`src/rtl/tohost_console.sv`:
```
// Console output stage: snoops tohost stores, queues print chars, drains them to a UART.
// Optional CR-before-LF expansion is enabled by defining CONSOLE_CRLF_EN.
module tohost_console #(
  parameter int QUEUE_SIZE = 64
) (
  input  logic                          CLK,
  input  logic                          RST,
  input  logic [31:0]                   D_ADDR,
  input  logic [3:0]                    D_WE,
  input  logic [31:0]                   WD_DATA,
  input  logic                          TX_READY,
  output logic [7:0]                    TX_DATA,
  output logic                          TX_WE,
  output logic                          HALT,
  output logic [15:0]                   EXIT_CODE,
  output logic                          OVERFLOW,
  output logic [$clog2(QUEUE_SIZE):0]   COUNT,
  output logic                          DRAINED
);
  localparam int PW = $clog2(QUEUE_SIZE);
  localparam int CW = PW + 1;

  typedef enum logic {TX_IDLE, TX_STROBE} tx_state_e;

  logic            a_hit_q;
  logic [17:0]     a_data_q;
  logic [1:0]      b_cmd_q;
  logic [15:0]     b_data_q;

  logic [7:0]      mem [QUEUE_SIZE];
  logic [PW-1:0]   head_q, head_d, tail;
  logic [CW-1:0]   count_q, count_d;
  logic            halt_q, halt_d;
  logic [15:0]     exit_q, exit_d;
  logic            ovf_q, ovf_d;
  logic [7:0]      tx_data_q, tx_data_d;
  tx_state_e       state_q, state_d;

  logic            print, exit_cmd, full, enq, issue, pop;
  logic [7:0]      head_byte, tx_byte;

  // Address/data bits outside the decoded fields are intentionally ignored.
  logic unused_bits;
  assign unused_bits = ^{D_ADDR[31], D_ADDR[29:16], D_ADDR[14:0], D_WE[3:1], WD_DATA[31:18]};

  assign print     = (b_cmd_q == 2'd1) && !halt_q;
  assign exit_cmd  = (b_cmd_q == 2'd2) && !halt_q;
  assign full      = (count_q == CW'(QUEUE_SIZE));
  // A simultaneous pop does not make room: full is judged on the current count.
  assign enq       = print && !full;
  assign issue     = (count_q != '0) && TX_READY && (state_q == TX_IDLE);
  assign head_byte = mem[head_q];
  assign tail      = head_q + count_q[PW-1:0];

`ifdef CONSOLE_CRLF_EN
  logic cr_sent_q, cr_sent_d, send_cr;
  assign send_cr = issue && (head_byte == 8'h0A) && !cr_sent_q;
  assign pop     = issue && !send_cr;
  assign tx_byte = send_cr ? 8'h0D : head_byte;
  always_comb begin
    cr_sent_d = cr_sent_q;
    if (send_cr)  cr_sent_d = 1'b1;
    else if (pop) cr_sent_d = 1'b0;
  end
  always_ff @(posedge CLK) begin
    if (RST) cr_sent_q <= 1'b0;
    else     cr_sent_q <= cr_sent_d;
  end
  assign DRAINED = halt_q && (count_q == '0) && TX_READY && !TX_WE && !cr_sent_q;
`else
  assign pop     = issue;
  assign tx_byte = head_byte;
  assign DRAINED = halt_q && (count_q == '0) && TX_READY && !TX_WE;
`endif

  always_comb begin
    head_d    = head_q;
    count_d   = count_q + CW'(enq) - CW'(pop);
    halt_d    = halt_q;
    exit_d    = exit_q;
    ovf_d     = ovf_q;
    tx_data_d = 8'h00;
    if (pop) head_d = head_q + PW'(1);
    if (print && full) ovf_d = 1'b1;
    if (exit_cmd) begin
      halt_d = 1'b1;
      exit_d = b_data_q;
    end
    if (issue) tx_data_d = tx_byte;
  end

  always_comb begin
    state_d = state_q;
    case (state_q)
      TX_IDLE:   if (issue) state_d = TX_STROBE;
      TX_STROBE: state_d = TX_IDLE;
      default:   state_d = TX_IDLE;
    endcase
  end

  always_ff @(posedge CLK) begin
    if (RST) begin
      a_hit_q   <= 1'b0;
      a_data_q  <= '0;
      b_cmd_q   <= 2'd0;
      b_data_q  <= '0;
      head_q    <= '0;
      count_q   <= '0;
      halt_q    <= 1'b0;
      exit_q    <= '0;
      ovf_q     <= 1'b0;
      tx_data_q <= '0;
      state_q   <= TX_IDLE;
    end else begin
      a_hit_q   <= D_ADDR[30] & D_ADDR[15] & D_WE[0];
      a_data_q  <= WD_DATA[17:0];
      b_cmd_q   <= a_hit_q ? a_data_q[17:16] : 2'd0;
      b_data_q  <= a_hit_q ? a_data_q[15:0] : 16'd0;
      head_q    <= head_d;
      count_q   <= count_d;
      halt_q    <= halt_d;
      exit_q    <= exit_d;
      ovf_q     <= ovf_d;
      tx_data_q <= tx_data_d;
      state_q   <= state_d;
    end
  end

  // Queue storage is not reset; count/head define what is valid.
  always_ff @(posedge CLK) begin
    if (!RST && enq) mem[tail] <= b_data_q[7:0];
  end

  assign TX_WE     = (state_q == TX_STROBE);
  assign TX_DATA   = tx_data_q;
  assign HALT      = halt_q;
  assign EXIT_CODE = exit_q;
  assign OVERFLOW  = ovf_q;
  assign COUNT     = count_q;
endmodule

```
`config.mk`:
```
export PLATFORM = sky130hd
export DESIGN_NAME = tohost_console
export DESIGN_NICKNAME = d
export VERILOG_FILES = /design/src/rtl/tohost_console.sv
export SDC_FILE = /design/constraint.sdc
export NUM_CORES = 1
export LEC_CHECK = 0
export ABC_AREA = 1
export CAP_MARGIN = 40
export CELL_PAD_IN_SITES_DETAIL_PLACEMENT = 1
export CELL_PAD_IN_SITES_GLOBAL_PLACEMENT = 1
export CORE_MARGIN = 5
export CORE_UTILIZATION = 50
export DETAILED_ROUTE_END_ITERATION = 7
export PLACE_DENSITY = 0.79
export SYNTH_ARGS = -nofsm -noshare
export SYNTH_HDL_FRONTEND = slang
export SYNTH_SLANG_ARGS = --single-unit
```
`constraint.sdc`:
```
create_clock -name CLK -period 6.75 [get_ports CLK]
set_input_delay 1.35 -clock CLK [delete_from_list [all_inputs] [get_ports CLK]]
set_output_delay 1.35 -clock CLK [all_outputs]
set_load 0.01 [all_outputs]
```
Word-level counts from Yosys, hierarchy flattened
Memory sizes are Yosys's and may differ from the RTL's. A register that Yosys moved wholly into a read port is not among the register bits.
Cells that the tools add are included.
- bits in registers: 69
- bits in writable memories: 512
- input bits: 71
- output and inout bits: 35
- word-level logic and storage cells: 45
- memories: 1
- add/subtract/negate cells: 4
- eq/ne operators: 3
- muxes and demuxes: 4
- bitwise gates (word level): 5
- reductions and logical operators: 18
- memory list (memory ; words ; width ; rd ports ; clocked after memory_dff ; wr ports ; RTL line ; text):
    mem ; 64 ; 8 ; 1 ; 1 ; 1 ; 30 ; logic [7:0] mem [QUEUE_SIZE];
- operator list (kind ; number):
    1-bit logical AND ; 10
    7-bit by 1-bit adder with 7-bit output ; 1
    7-bit == test, second input constant ; 1
    7-bit zero test ; 1
    7-bit nonzero test ; 1
    7-bit by 1-bit subtractor with 7-bit output ; 1
    6-bit by 1-bit adder with 6-bit output, second input constant ; 1
    6-bit adder ; 1
    1-bit zero test ; 4
    2-bit OR reduction ; 2
    1-bit 2-to-1 mux ; 3
    1-bit inverter ; 3
    1-bit bitwise AND ; 2
    2-bit by 1-bit == test with 1-bit output, second input constant ; 1
    2-bit == test, second input constant ; 1
    1-bit one-hot mux with 2 select lines ; 1

Depth between registers and ports, before layout
Gate-level depths: netlist of run 1.
- depth in word-level cells: 6
- mapped depth: 21
- gate-level depth less buffers: 21

Least setup slack after synthesis of run 1
Ideal clock, no wire load.
- path kind: input port to flip-flop
- start: in TX_READY
- end: reg count_q[6], in the netlist COUNT[6]
- setup time: 0.064 ns
- data arrival time: 3.245 ns
- data required time: 6.686 ns
- setup slack: 3.441 ns
- cell stages on the path: 19
- buffers on the path: 1
- cells stage by stage: inv_1 nor2_1 nand2_1 buf_2 nor2_1 inv_1 nand2_1 ha_1 inv_1 fa_1 nor2_1 o21ai_0 nand2_1 nand2_1 a21oi_1 nor2_1 nand2_1 nand2_1 nor2_1
- word-level cells in the longest chain between the ends: 3
- ends and longest elaborated chain (what ; RTL line ; text):
    start, declared ; 11 ; input logic TX_READY,
    1-bit logical AND (2 in a row) ; 51 ; assign issue = (count_q != '0) && TX_READY && (state_q == TX_IDLE);
    7-bit by 1-bit subtractor with 7-bit output ; 78 ; count_d = count_q + CW'(enq) - CW'(pop);
    end signal, assigned ; 120 ; count_q <= count_d;
    end, declared ; 32 ; logic [CW-1:0] count_q, count_d;
No other way between the ends.
A chain may end at the register's enable or synchronous reset.

Worst setup path in the final report of run 1
- start: in TX_READY
- end: out DRAINED
- word-level cells in the longest chain between the ends: 2
- ends and longest elaborated chain (what ; RTL line ; text):
    1-bit logical AND (2 in a row) ; 73 ; assign DRAINED = halt_q && (count_q == '0) && TX_READY && !TX_WE;
    end, declared ; 18 ; output logic DRAINED
No other way between the ends.

==> out/results.tsv, run 1 <==
stage	metric	value	unit
timing	Final Max Slew Viols	0	
global_routing	number of global-route vias before repair	17900	
setup_path	Crit Path Class	input pin to primary output	
cts	CTS Root Cell	clkbuf_16	
cts	cts hold-fix bufs	0	
die	Boundary Pins	106	
placed_design	Port Buffers	58	
timing	Setup TNS	0	ps
pwr	total leakage power	10.9	nW
flow_run	max cap viols	0	
synthesis	complex-gate fraction of the synthesized area	3.17	%
die	Die X	232	microns
drt	First-pass DRT Iterations	5	
synthesis	count of mapped cells out of synthesis	2350	
global_routing	initial antenna violation count	0	
synthesis	mux contribution to synthesized area	0	%
drt	via count	16800	
synthesis	simple-gate share of the synthesized area	19.8	%
synthesis	syn_area_per_cell	10.5	sq um
layout	Final nets	2464	
pwr	worst vdd ir	0.000193	V
pwr	Clk pwr share	36.4	%
synthesis	ys flop type	edfxtp_1	
die	FP Rows	81	
synthesis	Post-Synth XOR/XNOR Area	0.248	%
cts	number of buffers created by CTS	59	
setup_path	cell mode on critical path	clkdlybuf4s50_1	
timing	Fmax	0.250	GHz
pwr	share of power burned in registers	46.5	%
cts	clock tree buffer depth	3	
synthesis	Synthesized Nets	2437	
global_routing	pin count of the biggest net entering global routing	206	
global_routing	grt ovf	0	
timing	final hold violation count	0	
timing	period utilization	59.2	%
layout	layout cells sized above 1	4.95	%
layout	number of antenna diodes	0	
pwr	Net Sw Frac	28.2	%
timing	final worst setup slack	2750	ps
drt	routed len/inst	21.6	microns
global_routing	Tot GR Track Use	24.9	%
timing	clock skew	19.6	ps
cts	# H-tree levels	2	
setup_path	CP Launch Type	input pin	
cts	worst skew pair latency	620	ps
synthesis	Adder-Cell Fraction of Synth Area	0.872	%
cts	CTS tree	yes	
synthesis	EDFF count, synth	512	
setup_path	WP data required	5400	ps
pwr	combinational fraction of design power	17.1	%
synthesis	combinational family with the most area after synthesis	simple AND/OR/NAND/NOR gates	
synthesis	synthesized area	24700	sq um
min_path	Hold WC Path Type	flop to flop	
setup_path	slowest CP cell	clkdlybuf4s50_1	
drt	Initial DRC Count	1533	
placed_design	pre-CTS WS	2150	ps
die	Die ar.	53900	sq um
drt	DRC viols	0	
synthesis	post-synthesis register bit count	589	
setup_path	crit path DAT	2650	ps
die	Core ar.	48800	sq um
setup_path	largest stage delay on the critical path	580	ps
timing	Max transition margin	28.6	%
global_routing	global-route wire length before repair	103000	microns
cts	postcts setup bufs	0	
timing	min Tclk post-route	4000	ps
setup_path	crit path max fanout	2	
placed_design	Final GP Congestion	0.816	
placed_design	hpwl dp	40100	microns
die	Starting Density	50.5	%
drt	Vias/cell	5.43	
cts	total clock sinks	589	
die	Die Ht	232	microns
pwr	Int Power	0.00620	W
setup_path	Setup crit end kind	primary output	
layout	Layout area overhead	11.3	%
timing	hold_ws	406	ps
pwr	pwr/cell area	314	nW/um^2
drt	final wirelength	66600	microns
synthesis	Yosys cell types	35	
timing	# setup viols final	0	
synthesis	Seq/Total Area, Yosys	68.6	%
cts	cts repair resizes	0	
pwr	Psw	0.00243	W
synthesis	number of synthesis warnings	0	
timing	setup repair after global routing missed its margin	no	
outcome	status	completed	
cts	CTS clk-pin slew, worst paths	60	ps
synthesis	FFs w/ async S/R, synth	0	%
setup_path	crit path cell chain	clkdlybuf4s50_1 > inv_1 > nor4_1 > clkdlybuf4s50_1	
timing	worst slew pin tran	1070	ps
drt	Post-DRT Antenna Nets	0	
-- power by group through the flow --
stage	registers, W	logic (W)	clock network, W
detailed placement	0.00409	0.00146	0
global route	0.00402	0.00164	0.00334
finish	0.00401	0.00148	0.00314
global placement	0.00409	0.00138	0
CTS	0.00401	0.00148	0.00319
floorplan	0.00406	0.00110	0
-- synthesized netlist by cell type, types with 14 or more instances --
cell      number  area, sq um
ha_1          14          175
nand3_1      280         1400
a21oi_1       60          300
nand2_1      629         2360
o21ai_1       37          185
inv_1        267         1000
nor2_1       269         1010
buf_4         15          113
clkbuf_1      33          124
buf_2         29          145
dfxtp_1       77         1540
o21ai_0       53          265
edfxtp_1     512        15400
buf_6         29          327
-- critical path: cells and delay by family --
| family | cells | cell delay (ps) |
|---|---|---|
| buffers and inverters | 3 | 1080 |
| AND/OR/NAND/NOR | 1 | 220 |
-- final cells by class --
cell class | count | area [sq um]
tap | 664 | 831
sequential | 589 | 16900
clock buffer | 84 | 1690
fill | 5221 | 21400
multi-input combinational | 1373 | 5950
inverter | 273 | 1030
clock inverter | 22 | 149
timing repair buffer | 81 | 867
-- worst paths after layout --
check             slack [ps]     endpoint         from  depth (start not counted)
setup / recovery        2750      DRAINED     TX_READY                          4
hold / removal           410  b_data_q[4]  a_data_q[4]                          2
setup reg to reg        2840   mem[12][5]    head_q[0]                          9
hold reg to reg          410  b_data_q[4]  a_data_q[4]                          2
-- through the flow --
stage,area (sq um),power (W),util (%),std cells
final,27500,0.00863,56.2,3086
after global routing,27500,0.00900,56.2,3086
after CTS,27500,0.00868,56.2,3086
after detailed placement,25600,0.00555,52.4,2980
after global placement,25500,0.00547,52.2,2974
after floorplan,24700,0.00517,-,2350
-- sequential cells by signal, summed over array words and instances, names as in the netlist, 2 cells and up --
| register | count |
|---|---|
| COUNT | 7 |
| EXIT_CODE | 16 |
| TX_DATA | 8 |
| a_data_q | 18 |
| b_cmd_q | 2 |
| b_data_q | 16 |
| head_q | 6 |
| mem | 512 |
-- logic make-up after synthesis --
family | Yosys count
flops | 589
simple gates | 1196
fa+ha+maj | 16
xor+xnor | 7
compound gates | 154
buf+inv | 388
-- metal layers --
| layer | GRT usage, % | share of wire (%) | vias up |
|---|---|---|---|
| met4 | 9.66 | 3.5 | 0 |
| met3 | 3.67 | 6.2 | 124 |
| met5 | 0 | 0 | - |
| met2 | 42.9 | 50 | 545 |
| met1 | 32.1 | 41 | 8312 |
| li1 | - | - | 7780 |
-- layout by cell type (no fill, tap or decap), types with 2 or more instances in the layout --
| master | netlist | routed |
|---|---|---|
| a21oi_1 | 60 | 60 |
| and3_1 | 10 | 10 |
| buf_12 | 1 | 4 |
| buf_16 | 0 | 3 |
| buf_4 | 15 | 15 |
| bufinv_16 | 0 | 2 |
| clkbuf_1 | 33 | 15 |
| clkbuf_16 | 0 | 61 |
| clkbuf_8 | 0 | 8 |
| clkdlybuf4s50_1 | 0 | 58 |
| clkinv_1 | 2 | 13 |
| clkinv_2 | 1 | 9 |
| dfxtp_1 | 77 | 67 |
| dfxtp_2 | 0 | 8 |
| dfxtp_4 | 0 | 2 |
| edfxtp_1 | 512 | 512 |
| fa_1 | 2 | 2 |
| ha_1 | 14 | 14 |
| inv_1 | 267 | 267 |
| inv_2 | 2 | 2 |
| nand2_1 | 629 | 629 |
| nand3_1 | 280 | 280 |
| nor2_1 | 269 | 269 |
| nor3_1 | 2 | 2 |
| nor4_1 | 2 | 2 |
| o21ai_0 | 53 | 53 |
| o21ai_1 | 37 | 37 |
| xnor2_1 | 4 | 4 |
| xor2_1 | 3 | 3 |
Power figures use the tool's default switching activity.
==> inputs of run 2 (changes only) <==
--- a/config.mk
+++ b/config.mk
@@ -10,9 +10,9 @@
 export CELL_PAD_IN_SITES_DETAIL_PLACEMENT = 1
 export CELL_PAD_IN_SITES_GLOBAL_PLACEMENT = 1
 export CORE_MARGIN = 5
-export CORE_UTILIZATION = 50
+export CORE_UTILIZATION = 44
 export DETAILED_ROUTE_END_ITERATION = 7
-export PLACE_DENSITY = 0.79
+export PLACE_DENSITY = 0.73
 export SYNTH_ARGS = -nofsm -noshare
 export SYNTH_HDL_FRONTEND = slang
 export SYNTH_SLANG_ARGS = --single-unit
==> constraint.sdc (replaced) <==
create_clock -name CLK -period 3.6 [get_ports CLK]
set_input_delay 0.72 -clock CLK [delete_from_list [all_inputs] [get_ports CLK]]
set_output_delay 0.72 -clock CLK [all_outputs]
set_load 0.01 [all_outputs]
==> out/results.tsv, run 2 (same netlist as run 1, synthesis figures left out) <==
stage	metric	value	unit
outcome	status	completed	
placed_design	Port Buffers	58	
layout	max FFs per register	512	
setup_path	worst reg2reg path depth	10	
global_routing	number of global-route vias before repair	18200	
drt	routed len/inst	21.0	microns
layout	Layout area overhead	14.2	%
cts	CTS Root Cell	clkbuf_16	
timing	Fmax	0.290	GHz
die	Die X	247	microns
pwr	pwr/cell area	594	nW/um^2
min_path	Hold WC Path Type	flop to flop	
drt	Vias/cell	5.28	
global_routing	initial antenna violation count	0	
layout	Final nets	2518	
timing	worst slew pin tran	905	ps
drt	Initial DRC Count	1406	
die	FP Rows	86	
drt	routed length on met2	33800	microns
setup_path	crit path max fanout	8	
cts	clock tree buffer depth	3	
cts	cts hold-fix bufs	0	
setup_path	CP Launch Type	flop	
cts	CTS clk-pin slew, worst paths	60	ps
layout	fin area	28200	sq um
layout	number of antenna diodes	0	
placed_design	Area after DPL	26200	sq um
drt	met1 wire length	28300	microns
cts	cts repair resizes	0	
setup_path	crit path DAT	3700	ps
drt	DRC viols	0	
drt	final wirelength	67600	microns
drt	highest metal used	met4	
timing	period utilization	95.7	%
cts	number of buffers created by CTS	60	
pwr	total leakage power	11.2	nW
placed_design	Final GP Congestion	0.789	
global_routing	pin count of the biggest net entering global routing	182	
timing	hold_ws	403	ps
global_routing	Tot GR Track Use	22.3	%
min_path	hold_sp	a_data_q[3]	
layout	commonest non-fill, non-tap cell in the layout	nand2_1	
global_routing	grt ovf	0	
setup_path	WP data required	3850	ps
layout	Finished Core Util	51.0	%
setup_path	Setup crit end kind	flop	
cts	CTS tree	yes	
flow_run	max cap viols	0	
die	Die ar.	60900	sq um
die	Boundary Pins	106	
timing	Final Max Slew Viols	0	
timing	min Tclk post-route	3450	ps
timing	setup repair after global routing missed its margin	yes	
layout	largest registers	mem: 512 flops, a_data_q: 18 flops	
timing	final hold violation count	0	
global_routing	global-route wire length before repair	104000	microns
setup_path	R2R setup slack	150	ps
timing	Max transition margin	39.7	%
min_path	Hold Path End	b_data_q[3]	
die	Die Ht	247	microns
timing	# setup viols final	0	
setup_path	Worst R2R End	mem[11][1]	
layout	Largest Register	mem	
min_path	Worst Hold Depth	2	
die	Core ar.	55300	sq um
cts	worst skew pair latency	630	ps
layout	most frequent cells in the layout	nand2_1 (629), edfxtp_1 (512), nand3_1 (280)	
timing	clock skew	21.6	ps
drt	First-pass DRT Iterations	5	
pwr	worst vdd ir	0.000417	V
die	Starting Density	44.6	%
setup_path	Crit Path Class	flop to flop	
cts	total clock sinks	589	
setup_path	RR Startpoint	COUNT[0]	
layout	layout cells sized above 1	7.42	%
drt	via count	17000	
placed_design	hpwl dp	41800	microns
drt	met3 wire len	3350	microns
cts	postcts setup bufs	0	
cts	# H-tree levels	2	
pwr	final total power	0.0167	W
drt	Post-DRT Antenna Nets	0	
## run 2: per-layer routing
metal / vias up / global-route usage (%)
li1: 7895 / -
met5: - / 0
met1: 8613 / 28.6
met2: 419 / 39.1
met4: 0 / 7.15
met3: 122 / 3.11
## run 2: final cells by class
| type | instances | area [sq um] |
|---|---|---|
| timing repair buffer | 134 | 1330 |
| multi-input combinational | 1373 | 5950 |
| inverter | 273 | 1030 |
| sequential | 589 | 16900 |
| tap | 748 | 936 |
| clock inverter | 27 | 268 |
| fill | 6025 | 27100 |
| clock buffer | 84 | 1750 |
## run 2: how the worst max path moves through the flow
stage               startpoint         end  slack [ps]  depth (start not counted)
floorplan            head_q[1]  mem[32][0]         790                         11
global placement      COUNT[0]  mem[11][1]         370                         10
detailed placement    COUNT[0]  mem[15][0]         210                          9
CTS                   COUNT[0]  mem[11][1]         180                         10
global route          COUNT[0]  mem[11][1]         -10                         10
finish                COUNT[0]  mem[11][1]         150                         10
## run 2: critical path, stage by stage (launching register included)
cell and delay [ps]:
dfxtp_1 410, ha_1 230, inv_1 70, fa_1 410, o21ai_0 230, xnor2_1 240
inv_1 110, nor2_1 320, nand2_1 220, buf_4 200, nor2_1 630
## run 2: stage by stage
step	std cells	setup slack, ps	setup TNS (ps)
floorplan	2350	791	0
global placement	3108	372	0
detailed placement	3115	207	0
CTS	3226	180	0
global route	3228	-13.8	-92.9
finish	3228	153	0
## run 2: power breakdown
part           internal, W  leakage, nW  switching (W)  total [W]
Sequential         0.00739         5.05      0.0000737    0.00747
Clock              0.00372        0.993        0.00264    0.00636
Combinational     0.000903         5.17        0.00200    0.00291
Total               0.0120         11.2        0.00472     0.0167
